===== src/rtl/pipe_ctrl_pkg.sv =====
// pipe_ctrl_pkg: shared encodings for the pipeline stall/flush scheduler
package pipe_ctrl_pkg;

    typedef enum logic [1:0] {
        IDLE     = 2'd0,
        DIV_RUN  = 2'd1,
        DIV_DONE = 2'd2
    } state_t;

    localparam logic [4:0] STALL_NONE = 5'b00000;
    localparam logic [4:0] STALL_ID   = 5'b00111;
    localparam logic [4:0] STALL_EXE  = 5'b01111;

    localparam logic [1:0] EXC_NONE = 2'b00;
    localparam logic [1:0] EXC_INT  = 2'b01;
    localparam logic [1:0] EXC_ERET = 2'b10;

    localparam int          DIV_CYCLES_DEF = 32;
    localparam logic [31:0] EXC_ENTRY_DEF  = 32'h0000_0100;

endpackage


===== src/rtl/pipe_ctrl.sv =====
// pipe_ctrl: stall/flush scheduler merging load-use stalls, divider sequencing and MEM-stage exception flushes
module pipe_ctrl
    import pipe_ctrl_pkg::*;
#(
    parameter int          DIV_CYCLES = DIV_CYCLES_DEF,
    parameter logic [31:0] EXC_ENTRY  = EXC_ENTRY_DEF
) (
    input  logic        cpu_clk_50M,
    input  logic        cpu_rst_n,
    input  logic        id_stallreq,
    input  logic        exe_div_req,
    input  logic [1:0]  mem_exc_type,
    input  logic [31:0] cp0_epc,
    output logic [4:0]  stall,
    output logic        flush,
    output logic [31:0] redirect_pc,
    output logic        div_start,
    output logic        div_step,
    output logic        div_done,
    output logic        div_abort
);

    localparam int CW = $clog2(DIV_CYCLES);

    state_t          state_q, state_d;
    logic [CW-1:0]   cnt_q, cnt_d;
    logic            flush_req;

    assign flush_req = (mem_exc_type == EXC_INT) || (mem_exc_type == EXC_ERET);

    always_ff @(posedge cpu_clk_50M or negedge cpu_rst_n) begin
        if (!cpu_rst_n) begin
            state_q <= IDLE;
            cnt_q   <= '0;
        end else begin
            state_q <= state_d;
            cnt_q   <= cnt_d;
        end
    end

    // Outputs are gated by reset so the bus reads idle while reset is held, whatever the inputs do.
    always_comb begin
        state_d     = state_q;
        cnt_d       = cnt_q;
        stall       = STALL_NONE;
        flush       = 1'b0;
        redirect_pc = 32'h0;
        div_start   = 1'b0;
        div_step    = 1'b0;
        div_done    = 1'b0;
        div_abort   = 1'b0;
        if (cpu_rst_n && flush_req) begin
            flush       = 1'b1;
            redirect_pc = (mem_exc_type == EXC_ERET) ? cp0_epc : EXC_ENTRY;
            div_abort   = state_q != IDLE;
            state_d     = IDLE;
            cnt_d       = '0;
        end else if (cpu_rst_n) begin
            unique case (state_q)
                IDLE: begin
                    if (exe_div_req) begin
                        div_start = 1'b1;
                        stall     = STALL_EXE;
                        cnt_d     = CW'(DIV_CYCLES - 1);
                        state_d   = DIV_RUN;
                    end else begin
                        stall = id_stallreq ? STALL_ID : STALL_NONE;
                    end
                end
                DIV_RUN: begin
                    div_step = 1'b1;
                    stall    = STALL_EXE;
                    state_d  = (cnt_q == '0) ? DIV_DONE : DIV_RUN;
                    cnt_d    = (cnt_q == '0) ? cnt_q : cnt_q - 1'b1;
                end
                DIV_DONE: begin
                    div_done = 1'b1;
                    stall    = id_stallreq ? STALL_ID : STALL_NONE;
                    state_d  = IDLE;
                end
                default: state_d = IDLE;
            endcase
        end
    end

    a_div_req_held: assert property (@(posedge cpu_clk_50M) disable iff (!cpu_rst_n)
        (state_q == DIV_RUN && !flush_req) |-> exe_div_req);

endmodule


===== config.mk =====
export PLATFORM = sky130hd
export DESIGN_NAME = pipe_ctrl
export DESIGN_NICKNAME = d
export VERILOG_FILES = /design/src/rtl/pipe_ctrl_pkg.sv /design/src/rtl/pipe_ctrl.sv
export SDC_FILE = /design/constraint.sdc
export NUM_CORES = 1
export LEC_CHECK = 0
export ABC_AREA = 0
export BUFFER_PORTS_ARGS = -buffer_cell sky130_fd_sc_hd__buf_2
export CORE_ASPECT_RATIO = 0.7
export CORE_MARGIN = 2
export CORE_UTILIZATION = 34
export DETAILED_ROUTE_END_ITERATION = 12
export GPL_TIMING_DRIVEN = 0
export PLACE_DENSITY = 0.79
export SLEW_MARGIN = 40
export SYNTH_ARGS = -nofsm -noshare
export SYNTH_HDL_FRONTEND = slang
export SYNTH_SLANG_ARGS = --single-unit

===== constraint.sdc =====
create_clock -name cpu_clk_50M -period 1.7 [get_ports cpu_clk_50M]
set_input_delay 0 -clock cpu_clk_50M [delete_from_list [all_inputs] [get_ports cpu_clk_50M]]
set_output_delay 0 -clock cpu_clk_50M [all_outputs]
set_load 0.1 [all_outputs]

==> metrics.md <==
| Metric | Value |
|---|---|
| Ys flop type | dfrtp_1 |
| Syn-to-layout area delta | 83.0% |
| Area leader, netlist | and3_1 |
| Root buffer cell | clkbuf_4 |
| Setup CP Type | flop to flop |
| Setup slack after layout | 0.102 ns |
| Drt wl/cell | 13.2 um |
| Most frequent cells after synthesis | and3_1, inv_1, dfrtp_1 |
| Setup TNS | 0 ns |
| Post-Route Skew | 0.0116 ns |
| Leak Pwr | 0.836 nW |
| Mapped Avg Cell Area | slightly below 8 um^2 |
| GR Util All Layers | 20.4% |
| Die area | 0.00259 mm^2 |
| CTS tree | done |
| Area contributors post-synth | and3_1, dfrtp_1, inv_1 |
| Period utilization | between 90% and 100% |
| Data arrival, critical path | 1.79 ns |
| Final setup viols | 0 |
| Post-route ant nets | 0 |
| Fraction of layout instances using a drive strength above 1 | 60.3% |
| Pre-Repair DR Iteration Count | 4 |
| # IOs | 80 |
| Synth warn | 0 |
| Min Tclk post-route | 1.60 ns |
| Largest net degree at the start of global routing | 11 |
| Initial Util | 35.4% |
| Via Count | between 1000 and 1500 |
| Placement Setup Slack | -0.0692 ns |
| Initial antenna violation count | 0 |
| Register-to-register setup slack | just over 0.1 ns |
| Cells after Synth | 96 |
| Buffers added on ports | a little under 80 |
| Startpoint types | flop |
| Post-synth ARST share | between 90% and 100% |
| Hpwl dp | 2040 um |
| Core Area | 0.00210 mm^2 |
| R2R Path End | cnt_q[1] |
| Launch point of the worst path | cnt_q[0] |
| Postcts setup bufs | 0 |
| Gr ovfl total | 0 |
| Top-area cell type share of the netlist area | 26.1% |
| Reg2reg start | cnt_q[0] |
| Rows | 14 |
| Die width | roughly 60 um |
| PD cells | 761 mW/mm^2 |
| CP required | 1.89 ns |
| Vias per inst | 5.04 |
| Clk buf depth | 2 |
| Most common cell in the synthesized netlist | and3_1 |
| Critical Path Sink Type | flop |
| Die Height | 43.2 um |
| Placed Area | 0.00125 mm^2 |
| Number of global-route vias before repair | 903 |
| CP max FO | 5 |
| R2r worst-path depth | 6 |
| CP endpoint | cnt_q[1] |
| H-Tree Depth | 1 |
| Status | finished clean |
| RSZ-0062 raised after global routing | yes |
| Max frequency | 626 MHz |
| CTS buffer count | 3 |
| Core Util, Final | 64.8% |
| Post-route DRC | 0 |
| Net Count, Synth | 136 |
| Mapped Area | 744 um^2 |
| Routability cong. | roughly 0.83 |
| Antenna Cells | 0 |
| Synth cell types | 28 |
| EDFF count, synth | 0 |
| Filler cell count | 183 |
| Max-cap violations | 0 |
| Clk_lat worst skew | approximately 0.26 ns |
| Max Slew Vio Count | 0 |
| Post-route cell area | 0.00136 mm^2 |
| Final hold vios | 0 |
| Starting DRT DRC Count | 41 |
| Clk pin slew, worst setup/hold paths | approximately 0.060 ns |
| Post-synthesis register bit count | 7 |
| Peak supply drop | about 0.33 mV |
| Post-Layout Cell Count | ~200 |
| Sequential share of the synthesized area | a little under a quarter |
| Worst min-delay path class | input pin to flop |
| Post-Place Cells | 198 |
| First-pass GRT wire length | 3870 um |
| Clock sink total | 7 |
| Layout Nets | 220 |
| Final WL | about 2700 um |
## timing repair
action / CTS / global route
hold buffers: 1 / 0
setup endpoints to repair: 22 / 32
hold endpoints to repair: 7 / 0
gates resized for setup: 22 / 20
pin swaps: 0 / 1
## area by class of cell
type / count / area (um^2) / share of cell area, %
multi-input cells: 71 / 563 / 41.3
repair buffers: 79 / 478 / 35.1
flip-flops and latches: 7 / 175 / 12.9
plain buffers: 10 / 60.1 / 4.41
inverters: 8 / 30.0 / 2.20
well taps: 24 / 30.0 / 2.20
clock buffers: 4 / 26.3 / 1.93
## placed cells by master (no fill, tap or decap), types with 2 or more instances in the layout
cell type / count
buf_4: 32
dfrtp_1: 7
ha_1: 2
clkbuf_4: 5
and3_1: 22
inv_1: 8
o41ai_1: 2
and3_4: 9
buf_2: 47
a21oi_1: 2
a22o_1: 3
nand2_1: 6
clkbuf_2: 3
nand2b_1: 2
clkbuf_1: 4
nor2_2: 2
nor3b_2: 2
o21ai_0: 2
nor2_1: 2
## kinds of logic (layout without fill, tap and decap cells)
| kind of cell | count (synthesis) | after routing | share of synthesized area (%) |
|---|---|---|---|
| buffers and inverters | 18 | 101 | 11.6 |
| AO/OA/AOI/OAI | 18 | 18 | 21.7 |
| AND/OR/NAND/NOR | 50 | 50 | 39.3 |
| other | 1 | 1 | 0.504 |
| adder cells (fa/ha/maj) | 2 | 2 | 3.36 |
| flip-flops | 7 | 7 | 23.5 |
## metrics by stage
stage / total power [mW] / hold WS (ns)
2_1_floorplan: 0.744 / -0.296
3_3_place_gp: 0.849 / -0.128
3_5_place_dp: 0.866 / -0.128
4_1_cts: 1.04 / 0.109
5_1_grt: 1.10 / 0.123
6_report: 1.04 / 0.116
## critical path: stages, from the launching register on
cell	delay, ns
dfrtp_1	0.42
inv_1	0.07
ha_1	0.16
nor3b_2	0.27
nand3_1	0.14
a21oi_1	0.26
a22o_1	0.19
## sequential cells by signal, indices dropped and copies added, names as in the netlist
signal / cells
cnt_q: 5
state_q: 2
## where the power goes
| part | total (mW) | internal (mW) | switching (mW) |
|---|---|---|---|
| combinational | 0.633 | 0.191 | 0.442 |
| sequential | 0.249 | 0.205 | 0.0438 |
| clock | 0.156 | 0.0899 | 0.0658 |
## metal layers
| metal | routed length [um] | vias to the layer above | global-route usage [%] |
|---|---|---|---|
| met5 | 0 | - | 0 |
| met4 | 42 | 0 | 8.44 |
| met3 | 164 | 6 | 6.10 |
| met2 | 1450 | 46 | 36.5 |
| met1 | 1020 | 468 | 21.9 |
| li1 | - | 504 | - |
## worst min path at each step
| stage | start | endpoint | slack, ns | cells after the start |
|---|---|---|---|---|
| floorplan | cpu_rst_n | cnt_q[0] | -0.30 | 0 |
| global placement | cpu_rst_n | state_q[1] | -0.13 | 1 |
| detailed placement | cpu_rst_n | state_q[1] | -0.13 | 1 |
| CTS | cpu_rst_n | state_q[0] | 0.11 | 3 |
| global route | cpu_rst_n | cnt_q[2] | 0.12 | 3 |
| finish | cpu_rst_n | state_q[0] | 0.12 | 3 |
Power figures use the tool's default switching activity.
